===== config.mk =====
export PLATFORM = sky130hd
export DESIGN_NAME = alu_subtract_serial
export DESIGN_NICKNAME = d
export VERILOG_FILES = /design/src/rtl/alu_subtract_serial.sv
export SDC_FILE = /design/constraint.sdc
export NUM_CORES = 1
export LEC_CHECK = 0
export ABC_AREA = 0
export CAP_MARGIN = 25
export CORE_UTILIZATION = 31
export CTS_CLUSTER_DIAMETER = 120
export CTS_CLUSTER_SIZE = 30
export DETAILED_ROUTE_END_ITERATION = 8
export SKIP_LAST_GASP = 1
export SLEW_MARGIN = 20
export SYNTH_ARGS = -nofsm -noshare
export SYNTH_HDL_FRONTEND = slang
export SYNTH_SLANG_ARGS = --single-unit

===== constraint.sdc =====
create_clock -name clk -period 2.5 [get_ports clk]
set_input_delay 0.5 -clock clk [delete_from_list [all_inputs] [get_ports clk]]
set_output_delay 0.5 -clock clk [all_outputs]
set_load 0.1 [all_outputs]

===== src/rtl/alu_subtract_serial.sv =====
// Bit-serial WIDTH-bit subtractor Z = X - Y, one bit per clock, LSB first.
// The start/busy/done handshake gives a 16-cycle latency; Z and the five status flags update only on done.
module alu_subtract_serial #(
  parameter int WIDTH = 16
) (
  input  logic             clk,
  input  logic             rst,
  input  logic             start,
  input  logic [WIDTH-1:0] X,
  input  logic [WIDTH-1:0] Y,
  output logic             busy,
  output logic             done,
  output logic [WIDTH-1:0] Z,
  output logic             Sign,
  output logic             Zero,
  output logic             Borrow,
  output logic             Parity,
  output logic             Overflow
);

  localparam int CW = (WIDTH > 1) ? $clog2(WIDTH) : 1;
  localparam logic [CW-1:0] LAST_BIT = CW'(WIDTH - 1);

  typedef enum logic {
    IDLE = 1'b0,
    RUN  = 1'b1
  } state_t;

  state_t           state;
  logic [CW-1:0]    cnt;
  logic [WIDTH-1:0] xs;
  logic [WIDTH-1:0] ys;
  logic [WIDTH-1:0] rs;
  logic             c;
  logic             x_msb;
  logic             y_msb;

  // One-bit adder slice: X + ~Y + 1, with the +1 coming from the initial carry.
  logic             d;
  logic             c_next;
  logic [WIDTH-1:0] rs_next;
  logic             last_bit;

  always_comb begin
    d        = xs[0] ^ ~ys[0] ^ c;
    c_next   = (xs[0] & ~ys[0]) | (xs[0] & c) | (~ys[0] & c);
    rs_next  = {d, rs[WIDTH-1:1]};
    last_bit = (cnt == LAST_BIT);
  end

  // Control and architectural outputs.
  always_ff @(posedge clk) begin
    if (rst) begin
      state    <= IDLE;
      cnt      <= '0;
      busy     <= 1'b0;
      done     <= 1'b0;
      Z        <= '0;
      Sign     <= 1'b0;
      Zero     <= 1'b0;
      Borrow   <= 1'b0;
      Parity   <= 1'b0;
      Overflow <= 1'b0;
    end else begin
      done <= 1'b0;
      unique case (state)
        IDLE: begin
          if (start) begin
            state <= RUN;
            busy  <= 1'b1;
            cnt   <= '0;
          end
        end
        RUN: begin
          cnt <= cnt + 1'b1;
          if (last_bit) begin
            state    <= IDLE;
            busy     <= 1'b0;
            done     <= 1'b1;
            Z        <= rs_next;
            Sign     <= d;
            Zero     <= (rs_next == '0);
            Borrow   <= ~c_next;
            Parity   <= ~^rs_next;
            Overflow <= (x_msb & ~y_msb & ~d) | (~x_msb & y_msb & d);
          end
        end
        default: state <= IDLE;
      endcase
    end
  end

  // NOTE: the shift registers need no reset; they are always loaded at the accepting edge before being read.
  always_ff @(posedge clk) begin
    if (state == IDLE) begin
      if (start) begin
        xs    <= X;
        ys    <= Y;
        rs    <= '0;
        c     <= 1'b1;
        x_msb <= X[WIDTH-1];
        y_msb <= Y[WIDTH-1];
      end
    end else begin
      xs <= xs >> 1;
      ys <= ys >> 1;
      rs <= rs_next;
      c  <= c_next;
    end
  end

  done_single_pulse: assert property (@(posedge clk) disable iff (rst) done |=> !done);
  done_not_busy:     assert property (@(posedge clk) disable iff (rst) done |-> !busy);

endmodule


==> qor.txt <==
status = complete, no violations
CP Max Fanout = 6
initial antenna violation count = 0
R2R Path End = Parity$_SDFFE_PP0P_
clk buf depth = 2
register area share after synthesis = 64.5%
Hold/Removal Path Class = reg2reg
n_diodes = 0
Placement Cell Area = 3810 um^2
drt pass-1 iters = 4
clock slew at reported path FFs = 0.09 ns
Rel. slew slack = 70.7%
Hold Startpoint = Zero$_SDFFE_PP0P_
CP Launch Point = c$_SDFFCE_PN1P_
CP endpoint kind = register
H-Tree Depth = 3
DRC Markers = 0
most frequent cells in the layout = 48 x edfxtp_1, 34 x clkdlybuf4s50_1, 30 x mux2_2, 28 x dfxtp_1, 27 x buf_4
core area = 9770 um^2
die height = 103 um
Placer Congestion = 0.703
largest area contributor in the netlist = edfxtp_1
dpl cells = 403
RR Startpoint = c$_SDFFCE_PN1P_
detailed router's first-iteration violation count = 55
IR Drop Worst-Case VDD = 0.000279 V
crit path DAT = 2.06 ns
maximum clock rate = 551 MHz
post-cts repair resize count = 0
Yosys cell types = 32
WL per Instance = 12.9 um
CTS tree = done
P_leak = 1.56 nW
MaxCap Viol Count = 0
first-pass GRT wire length = 8560 um
top-level port count = 58
required time worst endpoint = 2.74 ns
Hold Vio Cnt, Final = 0
Reg2Reg Setup Slack = 0.69 ns
Vias/cell = 4.29
gr ovfl total = 0
Synth Net Count = 263
Clock Latency Late Sink = 0.34 ns
most common cell after layout, fill and taps aside = edfxtp_1
Total Nets Final = 325
initial core utilization = 32.1%
Non-Filler Instances = 419
Final setup violation count = 0
max-slew violation count = 0
synthesized area = 3140 um^2
Syn Inst Count = 219
CP Launch Type = register
share of cells above drive strength 1 = 26.6%
root buffer cell = clkbuf_8
Area Growth Syn to Fin = 28.2%
Power, Total = 0.00278 W
# Post-CTS Setup Buffers = 0
clock skew = 0.0103 ns
CTS Buf Count = 9
post-DP HPWL = 3610 um
period utilization = 72.6%
via count = 1798
Final Cell Area = 4020 um^2
largest net degree at the start of global routing = 40
R2R cell count = 6
Synth top area share = 46.0%
Yosys warning count = 0
Yosys reg bits = 77
CTS Hold Bufs = 0
Post-Route WL = 5390 um
All-Layer GR Usage = 11.0%
PwrDens = 692 nW/um^2
Die X = 103 um
port bufs = 57
vias in the first global route = 1762
Critical Path End = Parity$_SDFFE_PP0P_
Fin Setup TNS = 0 ns
final antenna-violating net count = 0
Slew @ Worst Pin = 0.440 ns
fin crit period = 1.81 ns
RSZ-0062 raised after global routing = no
Synth area leaders = edfxtp_1 46%, dfxtp_1 19%, mux2_2 11%, a22o_1 4.7%, ha_1 3.2%
kind of critical path = reg2reg
CTS Sinks = 77
Syn Area/Cell = 14.3 um^2
die area = 10500 um^2
Site Rows = 36
## per-stage QoR
stage	hold WS [ns]	setup slack [ns]	utilization, %
after detailed placement	0.452	0.443	39.0
final	0.463	0.686	41.1
after global placement	0.453	0.485	39.0
after CTS	0.464	0.656	41.1
after floorplan	0.442	0.570	-
after global routing	0.509	0.577	41.1
## metal layers
layer | part of all wire, % | up-vias | wire, um | global-route usage [%]
met4 | 1.3 | 0 | 72 | 4.62
met5 | 0 | - | 0 | 0
met3 | 5.2 | 8 | 278 | 4.07
met1 | 49 | 836 | 2660 | 14.8
met2 | 44 | 41 | 2370 | 15.7
li1 | - | 913 | - | -
## flip-flops by register name (all words and copies together), names as in the netlist
register and count:
cnt 4, Parity 1, ys 16, rs 15, busy 1, xs 16
Overflow 1, Z 16, done 1, Borrow 1, x_msb 1, c 1
state 1, Zero 1, y_msb 1
## layout make-up
| type | count | area (um^2) |
|---|---|---|
| fillers | 928 | 5760 |
| flip-flops and latches | 77 | 2020 |
| clock inverters | 4 | 32.5 |
| repair buffers | 62 | 563 |
| inverters | 17 | 63.8 |
| well taps | 133 | 166 |
| clock buffers | 12 | 178 |
| multi-input cells | 114 | 992 |
## cell families after synthesis
family | share of synthesized area (%)
flops | 64.5
buf+inv | 3.87
compound gates | 7.02
fa+ha+maj | 3.83
simple gates | 6.66
mux | 11.7
xor+xnor | 2.39
## Yosys cell counts
| master | number |
|---|---|
| a22o_2 | 1 |
| and2b_1 | 1 |
| nand2b_1 | 1 |
| o21ai_0 | 1 |
| nor3b_1 | 1 |
| nand4_1 | 2 |
| fa_1 | 1 |
| nor2_1 | 7 |
| o21ai_1 | 1 |
| mux2i_1 | 3 |
| xnor3_1 | 1 |
| o31ai_1 | 1 |
| nand3_1 | 2 |
| and4b_1 | 1 |
| buf_2 | 7 |
| nor2b_1 | 2 |
| nand2_1 | 6 |
| buf_4 | 2 |
| inv_1 | 17 |
| ha_1 | 8 |
| clkbuf_1 | 2 |
| xnor2_1 | 5 |
| dfxtp_1 | 29 |
| a311oi_1 | 2 |
| xor2_1 | 1 |
| a41oi_1 | 1 |
| a21oi_1 | 2 |
| a22o_1 | 17 |
| mux2_2 | 30 |
| o21a_1 | 1 |
| and2_1 | 15 |
| edfxtp_1 | 48 |
## how the worst min path moves through the flow
stage                                      to  slack, ns  depth (start not counted)
final                       Zero$_SDFFE_PP0P_       0.46                          2
after global routing        Z[4]$_SDFFE_PP0P_       0.51                          1
after CTS                   Zero$_SDFFE_PP0P_       0.46                          2
after detailed placement    Zero$_SDFFE_PP0P_       0.45                          2
after global placement      busy$_SDFFE_PP0P_       0.45                          1
after floorplan           cnt[3]$_SDFFE_PP0P_       0.44                          1
## worst max-delay path, cell delays in order, from the launching register on
cell	delay, ns
edfxtp_1	0.34
inv_1	0.05
fa_1	0.69
xnor2_1	0.18
xnor2_1	0.16
xnor2_1	0.08
a22o_2	0.21
## report_power, final
group | switching (W) | internal [W] | total (W)
Combinational | 0.000137 | 0.000192 | 0.000329
Sequential | 0.0000422 | 0.00145 | 0.00149
Clock | 0.000470 | 0.000492 | 0.000962
(Power assumes the default switching activity.)
